### src/rtl/alu_pkg.sv
// Shared definitions for the lab ALU and its micro-sequencer.
// ALU command codes, sequencer opcodes and FSM state encoding.
package alu_pkg;

  localparam logic [2:0] ALU_PASS_A = 3'b000;
  localparam logic [2:0] ALU_CMP    = 3'b001;
  localparam logic [2:0] ALU_PASS_B = 3'b010;
  localparam logic [2:0] ALU_ADD    = 3'b011;
  localparam logic [2:0] ALU_NAND   = 3'b100;

  localparam logic [3:0] OP_NOP   = 4'h0;
  localparam logic [3:0] OP_LDI   = 4'h1;
  localparam logic [3:0] OP_ADDI  = 4'h2;
  localparam logic [3:0] OP_CMPI  = 4'h3;
  localparam logic [3:0] OP_NANDI = 4'h4;
  localparam logic [3:0] OP_OUT   = 4'h5;
  localparam logic [3:0] OP_JMP   = 4'h6;
  localparam logic [3:0] OP_JC    = 4'h7;
  localparam logic [3:0] OP_JZ    = 4'h8;
  localparam logic [3:0] OP_HALT  = 4'h9;

  typedef enum logic [2:0] {
    S_IDLE,
    S_FETCH,
    S_EXEC,
    S_OUT_WAIT,
    S_HALT
  } state_t;

endpackage

### src/rtl/alu_sequencer_pc.sv
// Program counter: clear, load, increment with wrap.
// Ports: clk, rst, clr, load, inc, din -> pc.
module program_counter #(
  parameter int W = 4
) (
  input  logic         clk,
  input  logic         rst,
  input  logic         clr,
  input  logic         load,
  input  logic         inc,
  input  logic [W-1:0] din,
  output logic [W-1:0] pc
);

  always_ff @(posedge clk or posedge rst) begin
    if (rst)       pc <= '0;
    else if (clr)  pc <= '0;
    else if (load) pc <= din;
    else if (inc)  pc <= pc + 1'b1;
  end

endmodule

### src/rtl/alu_sequencer.sv
// Micro-sequencer driving an external 4-bit ALU from program memory.
// Ports: start/halted control, imem fetch handshake, ALU drive/return, out port.
module alu_sequencer
  import alu_pkg::*;
#(
  parameter int ADDR_W = 4,
  parameter int DATA_W = 4
) (
  input  logic              clk,
  input  logic              reset,
  input  logic              start,
  output logic              imem_req,
  output logic [ADDR_W-1:0] imem_addr,
  input  logic              imem_ready,
  input  logic [7:0]        imem_data,
  output logic [2:0]        alu_cmd,
  output logic [DATA_W-1:0] alu_a,
  output logic [DATA_W-1:0] alu_b,
  input  logic [DATA_W-1:0] alu_result,
  input  logic              alu_carry,
  input  logic              alu_zero,
  output logic [DATA_W-1:0] out_data,
  output logic              out_valid,
  input  logic              out_ready,
  output logic              halted
);

  state_t            state, nxt;
  logic [7:0]        ir;
  logic [DATA_W-1:0] acc;
  logic              flag_c, flag_z;
  logic [ADDR_W-1:0] pc, pc_din;
  logic              pc_clr, pc_ld, pc_inc;
  logic              ir_ld, acc_ld, flg_ld, out_ld;
  logic [3:0]        op, imm;

  assign op  = ir[7:4];
  assign imm = ir[3:0];

  program_counter #(.W(ADDR_W)) u_pc (
    .clk  (clk),
    .rst  (reset),
    .clr  (pc_clr),
    .load (pc_ld),
    .inc  (pc_inc),
    .din  (pc_din),
    .pc   (pc)
  );

  // Handshake outputs decode straight from state so reset
  // drops them without waiting for a clock edge.
  assign imem_req  = (state == S_FETCH);
  assign imem_addr = pc;
  assign out_valid = (state == S_OUT_WAIT);
  assign halted    = (state == S_IDLE) || (state == S_HALT);
  assign alu_a     = acc;

  always_ff @(posedge clk or posedge reset) begin
    if (reset) state <= S_IDLE;
    else       state <= nxt;
  end

  always_comb begin
    nxt     = state;
    pc_clr  = 1'b0;
    pc_ld   = 1'b0;
    pc_inc  = 1'b0;
    ir_ld   = 1'b0;
    acc_ld  = 1'b0;
    flg_ld  = 1'b0;
    out_ld  = 1'b0;
    alu_cmd = ALU_PASS_A;
    alu_b   = '0;
    pc_din  = ADDR_W'(imm);
    unique case (state)
      S_IDLE, S_HALT: begin
        if (start) begin
          pc_clr = 1'b1;
          nxt    = S_FETCH;
        end
      end
      S_FETCH: begin
        if (imem_ready) begin
          ir_ld = 1'b1;
          nxt   = S_EXEC;
        end
      end
      S_EXEC: begin
        alu_b  = DATA_W'(imm);
        pc_inc = 1'b1;
        nxt    = S_FETCH;
        unique case (1'b1)
          (op == OP_LDI): begin
            alu_cmd = ALU_PASS_B;
            acc_ld  = 1'b1;
          end
          (op == OP_ADDI): begin
            alu_cmd = ALU_ADD;
            acc_ld  = 1'b1;
            flg_ld  = 1'b1;
          end
          (op == OP_CMPI): begin
            alu_cmd = ALU_CMP;
            flg_ld  = 1'b1;
          end
          (op == OP_NANDI): begin
            alu_cmd = ALU_NAND;
            acc_ld  = 1'b1;
          end
          (op == OP_OUT): begin
            out_ld = 1'b1;
            nxt    = S_OUT_WAIT;
          end
          (op == OP_JMP): begin
            pc_inc = 1'b0;
            pc_ld  = 1'b1;
          end
          (op == OP_JC): begin
            pc_inc = !flag_c;
            pc_ld  = flag_c;
          end
          (op == OP_JZ): begin
            pc_inc = !flag_z;
            pc_ld  = flag_z;
          end
          (op == OP_HALT): nxt = S_HALT;
          default: ;
        endcase
      end
      S_OUT_WAIT: begin
        if (out_ready) nxt = S_FETCH;
      end
      default: nxt = S_IDLE;
    endcase
  end

  always_ff @(posedge clk or posedge reset) begin
    if (reset) begin
      ir       <= '0;
      acc      <= '0;
      flag_c   <= 1'b0;
      flag_z   <= 1'b0;
      out_data <= '0;
    end else begin
      if (ir_ld)  ir <= imem_data;
      if (acc_ld) acc <= alu_result;
      if (flg_ld) begin
        flag_c <= alu_carry;
        flag_z <= alu_zero;
      end
      if (out_ld) out_data <= acc;
    end
  end

endmodule

### config.mk
export PLATFORM = sky130hd
export DESIGN_NAME = alu_sequencer
export DESIGN_NICKNAME = d
export VERILOG_FILES = /design/src/rtl/alu_pkg.sv /design/src/rtl/alu_sequencer_pc.sv /design/src/rtl/alu_sequencer.sv
export SDC_FILE = /design/constraint.sdc
export NUM_CORES = 1
export LEC_CHECK = 0
export CAP_MARGIN = 0
export CORE_ASPECT_RATIO = 1.75
export CORE_MARGIN = 4
export CORE_UTILIZATION = 41
export CTS_BUF_LIST = sky130_fd_sc_hd__clkbuf_4 sky130_fd_sc_hd__clkbuf_8 sky130_fd_sc_hd__clkbuf_16
export CTS_CLUSTER_DIAMETER = 150
export DETAILED_ROUTE_END_ITERATION = 10
export GPL_TIMING_DRIVEN = 0
export PLACE_DENSITY = 0.72
export SYNTH_ARGS = -nofsm -noshare
export SYNTH_HDL_FRONTEND = slang
export SYNTH_HIERARCHICAL = 1
export SYNTH_SLANG_ARGS = --single-unit
### constraint.sdc
create_clock -name clk -period 1.95 [get_ports clk]
set_input_delay 0.4875 -clock clk [delete_from_list [all_inputs] [get_ports clk]]
set_output_delay 0.4875 -clock clk [all_outputs]
set_load 0.01 [all_outputs]
# Word level (Yosys, flattened, before mapping)
# Cells that the tools add are included.
# op_classes
muxes,25
n_reduce_logical,9
addsub,1
eq_ne,16
# op_table
cell,n
one-hot mux 3 bit (4 select lines),2
"== test 4 x 3 -> 1 bit, second input constant",4
2-to-1 mux 4 bit,4
2-to-1 mux 1 bit,12
2-to-1 mux 3 bit,4
"== test 4 x 2 -> 1 bit, second input constant",2
"== test 4 bit, second input constant",2
"== test 3 x 2 -> 1 bit, second input constant",2
one-hot mux 1 bit (3 select lines),2
one-hot mux 3 bit (2 select lines),1
"adder 4 x 1 -> 4 bit, second input constant",1
"== test 4 x 1 -> 1 bit, second input constant",1
"!= test 2 x 1 -> 1 bit, second input constant",2
OR reduction 2 bit,2
"== test 3 x 1 -> 1 bit, second input constant",1
"== test 3 bit, second input constant",1
logical NOT 3 bit,1
AND reduction 3 bit,1
nonzero test 3 bit,1
OR reduction 3 bit,1
logical NOT 1 bit,2
"!= test 2 bit, second input constant",1
logical OR 1 bit,1
# word_totals
in_bits,19
register_bits,25
elab_cells,58
output_inout_bits,22

# Depth between registers and ports, before layout
# Gate-level depths: netlist (run 1).
# logic_depth
word_depth,6
ltp_mapped,7
ltp_nobuf,6

# Hierarchy
# The synthesis (run 1) kept the hierarchy.
# modules_own_cells
module,cells_per_inst,area_per_inst_um2,seq_area_each_um2,n_inst
alu_sequencer,87,1083.5,525.5,1
program_counter,23,229.0,100.1,1

# Least setup slack after synthesis (run 1)
# Ideal clock, no wire load.
# synth_path
path_kind,register -> output
startpoint,register state[2]
endpoint,output port alu_cmd[2]
path_stages_with_launch,3
t_required_ps,1462
path_buffers,0
t_arrival_ps,1345
setup_slack_ps,118
path_cell_list,dfrtp_1 > or4_4 > nor4b_2
# synth_via
elab_chain_len,2
# synth_rtl
item,line_no,rtl
from (decl),alu_sequencer.sv:28,"state_t state, nxt;"
from (signal assigned),alu_sequencer.sv:60,else state <= nxt;
== test 3 x 2 -> 1 bit,alu_sequencer.sv:75,unique case (state)
2-to-1 mux 3 bit,alu_sequencer.sv:75,
to (decl),alu_sequencer.sv:16,"output logic [2:0] alu_cmd,"
# Every way passes these cells.

# Final worst setup path (run 1)
# Same ends and word-level chain as after synthesis.

==> flow_summary.yaml, run 1 <==
outcome:
  status: "finished, violations left"
  violations: "negative setup slack"
clocking:
  cts_buffer_depth: 2
  path_clk_slew_ns: 0.09
  cts_tree: "yes"
  root_buffer: "clkbuf_8"
  cts_buffers: 3
  htree_levels: 1
  cts_sinks: 25
  clkLatencyLatePin_ns: 0.27
pwr:
  pwr-share-clk_pct: 11.8
  switching_share_pct: 35.2
  finalPower_mw: 2.75
  ir_worst_vdd_mv: 0.926
  p_per_area_nw_per_um2: 1410
  pwr-share-seq_pct: 33.1
  combPwrFrac_pct: 55.1
  p_switching_mw: 0.970
  p_int_mw: 1.78
  leakage_nw: 0.874
sta:
  worst_hold_slack_ns: 0.421
  post-route-min-period_ns: 2.13
  timing.fmax_ghz: 0.470
  post-route-period-util_pct: 109
  setup_viol: 3
  hold_violations: 0
  drv_slew: 0
  tightest_slew_ns: 0.807
  timing.final.ws_setup_ns: -0.177
  skew_ns: 0.00321
  rsz0062_at_grt: "yes"
  slew_headroom_pct: 46.2
logic_synthesis:
  synth.yosys.seq_area_share_pct: 47.7
  syn_area_per_cell_um2: 11.9
  synthCells: 110
  syn_area_um2: 1310
  synth_area_leader_cell: "dfrtp_1"
  synth_cell_types: 35
  synth_top_cells_by_area: "dfrtp_1 (48%), mux2_2 (15%), and2_1 (2.4%), inv_1 (2.0%), nor2_1 (2.0%)"
  yosysWarnings: 6
  syn-num-nets: 130
  synth.top_cell.area_share_pct: 47.7
  ys_ff_latch: 25
route:
  drtPass1Iterations: 4
  drt_wl_total_um: 3170
  detail-route-antenna-nets: 0
  vias: 1070
  wl_per_cell_um: 15.0
  first_iter_violations: 22
  vias_per_cell: 5.05
  drc: 0
worst_setup_path:
  slowest_stage: "or4_4"
  crit_buf_inv: 1
  path_cells: "or4_4, nor4b_4, buf_2"
  cp_top_family: "simple AND/OR/NAND/NOR gates"
  criticalPathCategory: "reg -> out"
  cp_max_fo: 4
  worstPathArrival_ns: 1.64
  crit_required_ns: 1.46
  startpoint_type: "register"
  crit_path_end_kind: "output pin"
  critPathMaxStageDelay_ns: 0.55
place:
  gp_congestion: 0.713
  place_hpwl_um: 2200
  port_buffers: 40
  dpl-instance-area_um2: 1770
global_route:
  antenna_found_initial: 0
  grt_overflow: 0
  grt_max_degree: 22
  grt_pass1_vias: 1124
  grt_pass1_wl_um: 5150
  grt.total_usage_pct: 15.8
floorplanning:
  dieWidth_um: 50.8
  rows: 26
  fp.dieArea_um2: 4210
  core_area_um2: 2990
  start_util_pct: 43.9
  boundaryPins: 41
  die_y_um: 82.9
layout:
  layout-drive-gt1-share_pct: 41.2
  utilization_pct: 65.4
  fin_nets: 191
  area_growth_pct: 49.2
  diodes: 0
  final_area_um2: 1960
job:
  maxCapViolations: 0
hold_path:
  hp-class: "in -> async"
placed cells by master (no fill, tap or decap), types with 3 or more instances in the layout:
cell type        count
a21oi_1              4
and2_1               3
buf_2                8
buf_4               13
buf_6                7
clkbuf_8             3
clkdlybuf4s50_1     30
dfrtp_1             22
dfrtp_2              3
inv_1                6
mux2_2              18
nand2_1              3
nor2_1               7
xnor2_1              3
final timing paths:
check,from,to,slack (ns),cells after the start
max in group asynchronous,reset,ir[7],0.71,2
worst min register to register,out_data[2],out_data[2],0.52,1
worst min-delay path,reset,u_pc/pc[1],0.42,2
worst max-delay path,state[2],alu_cmd[2],-0.18,3
worst max register to register,ir[7],u_pc/pc[1],0.04,8
min in group clk,out_data[2],out_data[2],0.52,1
cell usage after synthesis:
library cell	instances
xnor2_1	3
nand2b_1	2
nor2_1	7
nand3b_1	2
buf_2	5
nand4_1	1
o21a_1	2
nand2_1	3
ha_1	1
dfrtp_1	25
nor4b_4	1
a21o_1	1
a31oi_1	1
mux2i_1	2
nor3_1	1
nor4b_2	1
o2bb2ai_1	1
a21oi_1	4
a21bo_2	1
mux2_1	1
nor3b_4	1
o211a_1	1
o21ai_0	2
nor3b_1	1
and3b_1	1
and4bb_2	1
nand2b_2	1
inv_1	7
xor2_1	2
o211ai_2	1
nor4bb_1	2
and2_1	5
nor2_4	1
or4_4	1
mux2_2	18
registers in the layout, summed over array words and instances, names as in the netlist:
signal	cells
alu_a	4
flag_c	1
flag_z	1
ir	8
out_data	4
state	3
u_pc/pc	4
layer usage:
metal  vias to the layer above  GRT usage, %  routed length (µm)
met5                         -             0                   0
met4                         0          5.15                  42
met3                         5          4.12                 177
met2                        36          29.2                1800
met1                       523          16.8                1150
li1                        506             -                   -
power by group through the flow:
stage	clock network [mW]	registers [mW]	logic (mW)
4_1_cts	0.337	0.910	1.45
3_3_place_gp	0	0.934	1.24
5_1_grt	0.361	0.937	1.64
6_report	0.325	0.911	1.52
2_1_floorplan	0	0.956	0.736
3_5_place_dp	0	0.951	1.27
area by class of cell:
type	instances	area (µm²)
plain buffers	5	33.8
clock buffers	4	48.8
fillers	240	1030
inverters	7	26.3
multi-input cells	73	666
flip-flops and latches	25	629
well taps	42	52.6
repair buffers	56	502
cell families (layout without fill, tap and decap cells):
kind of cell	count (synthesis)	after routing	share of synthesized area [%]
AOI/OAI and AO/OA	14	14	7.63
xor gates and xnor gates	5	5	3.34
adders and majority gates	1	1	0.953
buffers and inverters	12	72	3.91
DFF	25	25	47.7
muxes	21	21	17.8
and+or+nand+nor	32	32	18.7
worst register-to-register path, stage by stage (launching register included):
cell	delay, ns
dfrtp_2	0.37
buf_4	0.13
buf_4	0.12
nor4bb_1	0.35
nor2_1	0.10
o211a_4	0.27
mux2_4	0.30
mux2i_1	0.12
nor2_1	0.05
repair_timing:
item | CTS | global route
pin swaps | 6 | 4
hold buffers | 0 | 0
resized for setup | 38 | 18
setup buffers | 14 | 5
endpoints found under the setup margin | 10 | 16
metrics by stage:
step / cells / TNS, ns / worst slack [ns]
3_5_place_dp: 192 / -1.46 / -0.410
2_1_floorplan: 110 / 0 / 0.118
4_1_cts: 210 / -0.464 / -0.216
3_3_place_gp: 192 / -1.30 / -0.422
5_1_grt: 212 / -0.910 / -0.246
6_report: 212 / -0.353 / -0.177
Note: power is estimated with default switching activity, not from simulation.
==> inputs of run 2 (changes only) <==
--- a/config.mk
+++ b/config.mk
@@ -5,6 +5,7 @@
 export SDC_FILE = /design/constraint.sdc
 export NUM_CORES = 1
 export LEC_CHECK = 0
+export ABC_CLOCK_PERIOD_IN_PS = 1950
 export CAP_MARGIN = 0
 export CORE_ASPECT_RATIO = 1.75
 export CORE_MARGIN = 4
==> results of run 2 <==
Final layout, timing and power as in run 1 (identical DEF).
==> inputs of run 3 (changes only) <==
--- a/config.mk
+++ b/config.mk
@@ -6,7 +6,6 @@
 export NUM_CORES = 1
 export LEC_CHECK = 0
 export ABC_CLOCK_PERIOD_IN_PS = 1950
-export CAP_MARGIN = 0
 export CORE_ASPECT_RATIO = 1.75
 export CORE_MARGIN = 4
 export CORE_UTILIZATION = 41
@@ -14,6 +13,7 @@
 export CTS_CLUSTER_DIAMETER = 150
 export DETAILED_ROUTE_END_ITERATION = 10
 export GPL_TIMING_DRIVEN = 0
+export HOLD_SLACK_MARGIN = 0.05
 export PLACE_DENSITY = 0.72
 export SYNTH_ARGS = -nofsm -noshare
 export SYNTH_HDL_FRONTEND = slang
==> results of run 3 <==
Final layout, timing and power as in run 1 (identical DEF).
==> patch 1: new RTL, config.mk and constraints of run 2 <==
Make the reset (`reset` and `rst`) synchronous in 3 clocked blocks.
--- a/src/rtl/alu_sequencer_pc.sv
+++ b/src/rtl/alu_sequencer_pc.sv
@@ -12,7 +12,7 @@
   output logic [W-1:0] pc
 );
 
-  always_ff @(posedge clk or posedge rst) begin
+  always_ff @(posedge clk) begin
     if (rst)       pc <= '0;
     else if (clr)  pc <= '0;
     else if (load) pc <= din;
--- a/src/rtl/alu_sequencer.sv
+++ b/src/rtl/alu_sequencer.sv
@@ -55,7 +55,7 @@
   assign halted    = (state == S_IDLE) || (state == S_HALT);
   assign alu_a     = acc;
 
-  always_ff @(posedge clk or posedge reset) begin
+  always_ff @(posedge clk) begin
     if (reset) state <= S_IDLE;
     else       state <= nxt;
   end
@@ -134,7 +134,7 @@
     endcase
   end
 
-  always_ff @(posedge clk or posedge reset) begin
+  always_ff @(posedge clk) begin
     if (reset) begin
       ir       <= '0;
       acc      <= '0;
Check against the original RTL: differs if reset is asserted again (counterexample within 4 cycles, from zero or initial values and one cycle with reset high); with reset held inactive, the same outputs for 10 cycles.
==> patch 1 against run 2 <==
Worst setup slack better by 0.18 ns. Design area shrank 3.2%. Critical path depth increased by 2. Fmax grew 9.4%. Wire length rose by 8.2%. Sequential cell count is the same. Synthesized area down 0.29%. Critical endpoint is now alu_cmd[0].
Power is not compared: it rests on default switching activity, and its combinational part moved more than twofold at a synthesized area within 25%.
==> patch 1: results (changes against run 2) <==
* Outcome: complete, no violations (was finished with violations)
* Ratio of cells with drive above 1 in the final layout at 0.1780 (was 0.4118)
* Layout Skew at 0.002924 ns (was 0.003208 ns)
* Synth warnings at 6 (unchanged)
* Number of library cell types mapped by synthesis at 34 (was 35)
* DRT iter0 DRCs at 14 (was 22)
* Final WL at 3431 um (was 3171 um)
* Post-DP HPWL at 2474 um (was 2202 um)
* Num CTS Buffers at 3 (unchanged)
* CP top delay family: simple AND/OR/NAND/NOR gates (unchanged)
* Final nets at 212 (was 191)
* Least-Margin Pin Slew at 0.4414 ns (was 0.8066 ns)
* Largest net degree at the start of global routing at 15 (was 22)
* Vias after detailed routing at 1231 (was 1070)
* First-pass GRT wire length at 5740 um (was 5154 um)
* Sequential area share after synthesis at 0.3824 (was 0.4766)
* Worst flop-to-flop path startpoint: state[1]$_SDFFE_PP0P_ (was ir[7]$_DFFE_PP0P_)
* Vias per inst at 5.283 (was 5.047)
* Vias in the first global route at 1291 (was 1124)
* Ranking of synthesized cells by area: dfxtp_1, mux2i_1, nand2b_1 (was dfrtp_1, mux2_2, and2_1)
* Clock latency on the worst-skew pair at 0.27 ns (about the same)
* Place WS at -0.3729 ns (was -0.4105 ns)
* Critical path arrival at 1.46 ns (was 1.64 ns)
* CP max stage delay at 0.40 ns (was 0.55 ns)
* Top post-synthesis cells by count: dfxtp_1, mux2i_1, nand2b_1, nor2_1 (was dfrtp_1, mux2_2, inv_1, nor2_1)
* Cell count after placement at 224 (was 192)
* Drt first pass iters at 4 (unchanged)
* Final GP Congestion at 0.7627 (was 0.7134)
* DP Area at 1762 um^2 (was 1765 um^2)
* Worst Hold Class: flip-flop to flip-flop (was input pin to async pin)
* Mean post-synth cell area at 9.217 um^2 (was 11.93 um^2)
* Post-synth ARST share at 0 (was 1.000)
* Largest Register: ir (unchanged)
* Hold_sp: out_data[2]$_SDFFE_PP0P_
* GRT Total Usage at 0.1777 (was 0.1584)
* CP max stage cell: or3b_4 (was or4_4)
* Syn Nets at 162 (was 130)
* CTS root buffer: clkbuf_8 (unchanged)
patch 1: changes by cell type after synthesis, moves of 3 or more:
cell,delta
mux2_2,-18
nand3_1,+3
nor2_1,+7
o21ai_0,+5
dfxtp_1,+25
nor2b_1,+3
a21oi_1,+3
mux2i_1,+15
nand2b_1,+12
dfrtp_1,-25
patch 1: per-layer routing:
| layer | vias up | share of wire | track usage |
|---|---|---|---|
| met5 | - | 0 | 0 |
| met4 | 0 | 0.022 | 0.04852 |
| met3 | 8 | 0.045 | 0.03052 |
| met2 | 38 | 0.57 | 0.3770 |
| met1 | 597 | 0.36 | 0.1670 |
| li1 | 588 | - | - |
patch 1: worst paths after layout:
| kind | end | slack [ns] | cells after the start |
|---|---|---|---|
| min | out_data[2]$_SDFFE_PP0P_ | 0.49 | 2 |
| max | alu_cmd[0] | 0.006 | 5 |
| min reg2reg | out_data[2]$_SDFFE_PP0P_ | 0.49 | 2 |
| max reg2reg | u_pc/pc[2]$_SDFFE_PP0P_ | 0.20 | 7 |
patch 1: layout make-up:
cell class / count / area [um^2]
fill: 267 / 1097
multi-input combinational: 103 / 777.0
sequential: 25 / 508.0
timing repair buffer: 47 / 446.7
tap: 42 / 52.55
buffer: 7 / 46.29
clock buffer: 3 / 41.29
inverter: 5 / 18.77
clock inverter: 1 / 5.005
patch 1: logic make-up after synthesis:
group	Yosys count	share of synthesized area
AO/OA/AOI/OAI	20	0.1023
XOR/XNOR	5	0.03347
adder cells (fa/ha/maj)	1	0.009559
buffers and inverters	14	0.05354
flip-flops	25	0.3824
multiplexers	17	0.1300
AND/OR/NAND/NOR	60	0.2887
patch 1: what timing repair did:
action / CTS / global route
pin swaps: 5 / 2
resized for setup: 32 / 8
endpoints found under the setup margin: 9 / 7
setup buffers: 7 / 1
==> patch 2: new RTL, flow settings as in run 2 <==
Made on the original files. Change the parameter `ADDR_W` from 4 to 3.
--- a/src/rtl/alu_sequencer.sv
+++ b/src/rtl/alu_sequencer.sv
@@ -3,7 +3,7 @@
 module alu_sequencer
   import alu_pkg::*;
 #(
-  parameter int ADDR_W = 4,
+  parameter int ADDR_W = 3,
   parameter int DATA_W = 4
 ) (
   input  logic              clk,
Interface: changed (resized imem_addr); port bits go from 41 to 40. No check against the original RTL was run, so the function may have changed too.
==> patch 2 against run 2 <==
The flow still finishes with violations (negative setup slack). Worst setup slack gained 0.040 ns. Wire length is 14% lower. Sequential cell count is 1 lower. Power is 5.1% lower. Final cell count down 11%. Register-to-register slack better by 0.08 ns. Clock power down 13%. First-iteration DRC count decreased by 50%. Design area is 5.6% lower. Global-route usage fell by 1.1 points. Synthesized area fell by 3.9%. Synthesized cell count shrank 6.4%. Critical path type unchanged.
==> patch 2: results (changes against run 2) <==
* Outcome: finished with violations (unchanged)
* Failing checks: negative setup slack (unchanged)
* Layout Skew at 0.002414 ns (was 0.003208 ns)
* H-tree levels at 1 (unchanged)
* Top post-synthesis cells by count: dfrtp_1, mux2_2, inv_1 (was dfrtp_1, mux2_2, inv_1, nor2_1)
* DP Area at 1687 um^2 (was 1765 um^2)
* CP max stage delay at 0.53 ns (was 0.55 ns)
* Vias in the first global route at 1022 (was 1124)
* Static leakage at 0.0008251 uW (was 0.0008741 uW)
* Sequential area share after synthesis at 0.4762 (was 0.4766)
* Post-Layout Cell Count at 189 (was 212)
* Max reg flops at 8 (unchanged)
* GRT Total Usage at 0.1470 (was 0.1584)
* Worst Slack Setup Final at -0.1370 ns (was -0.1769 ns)
* First-pass GRT wire length at 4616 um (was 5154 um)
* Crit Path Max Fanout at 3 (was 4)
* IO buf count at 39 (was 40)
* WL per Instance at 14.39 um (was 14.96 um)
* Ranking of synthesized cells by area: dfrtp_1, mux2_2, and2_1 (unchanged)
* Mean post-synth cell area at 12.24 um^2 (was 11.93 um^2)
* Met2 Resource Use GR at 0.2785 (was 0.2917)
* Setup TNS at -0.1947 ns (was -0.3533 ns)
* Final setup violating endpoints at 3 (unchanged)
* GR Util met1 at 0.1559 (was 0.1680)
* Number of library cell types mapped by synthesis at 36 (was 35)
* Final nets at 183 (was 191)
* Met1 Routed Length at 1016 um (was 1153 um)
* Fillers at 239 (was 240)
* Met3 GRT Util at 0.03486 (was 0.04122)
* Final GP Congestion at 0.7398 (was 0.7134)
* DR WL met2 at 1525 um (was 1798 um)
* Met3 WL at 142 um (was 177 um)
* Vias after detailed routing at 989 (was 1070)
* CTS root buffer: clkbuf_8 (unchanged)
* DRT iter0 DRCs at 11 (was 22)
* Least-Margin Pin Slew at 0.7981 ns (was 0.8066 ns)
* Critical path arrival at 1.60 ns (was 1.64 ns)
* Post-DP HPWL at 2043 um (was 2202 um)
==> patch 2: cell count changes after synthesis, moves of 2 or more <==
cell / change
nor2b_1: +2
o21a_1: -2
nor2_1: -2
a211oi_1: +3
a21oi_1: -2
==> patch 2: cell families after synthesis <==
kind of cell	share of synthesized area
AND/OR/NAND/NOR	0.1984
buffers and inverters	0.03671
multiplexers	0.1686
AO/OA/AOI/OAI	0.08929
XOR/XNOR	0.02084
flip-flops	0.4762
adder cells (fa/ha/maj)	0.009919
==> patch 2: timing repair <==
item / 4_1_cts / 5_1_grt
endpoints found under the setup margin: 11 / 8
resized for setup: 37 / 6
setup buffers: 7 / 9
pin swaps: 5 / 6
==> patch 2: final timing paths <==
check | from | endpoint | slack (ns) | depth (start not counted)
worst max-delay path | state[2]$_DFFE_PP0P_ | alu_cmd[2] | -0.14 | 3
worst min-delay path | reset | u_pc/pc[0]$_DFFE_PP0P_ | 0.42 | 2
worst max register to register | state[1]$_DFFE_PP0P_ | u_pc/pc[2]$_DFFE_PP0P_ | 0.12 | 9
worst min register to register | flag_z$_DFFE_PP0P_ | flag_z$_DFFE_PP0P_ | 0.50 | 1
max in group asynchronous | reset | ir[7]$_DFFE_PP0P_ | 0.70 | 2
min in group clk | flag_z$_DFFE_PP0P_ | flag_z$_DFFE_PP0P_ | 0.50 | 1
==> patch 2: layout make-up <==
cell class / instances / area, um^2 / area share
plain buffers: 4 / 26.28 / 0.01421
clock buffers: 3 / 41.29 / 0.02233
inverters: 7 / 26.28 / 0.01421
multi-input cells: 68 / 623.1 / 0.3369
flip-flops and latches: 24 / 604.3 / 0.3268
well taps: 28 / 35.03 / 0.01894
repair buffers: 55 / 493.0 / 0.2666
==> patch 2: where the power goes <==
part,total (uW),switching (uW),internal (uW)
combinational,1450,607,843
clock,283,145,138
sequential,877,139,738
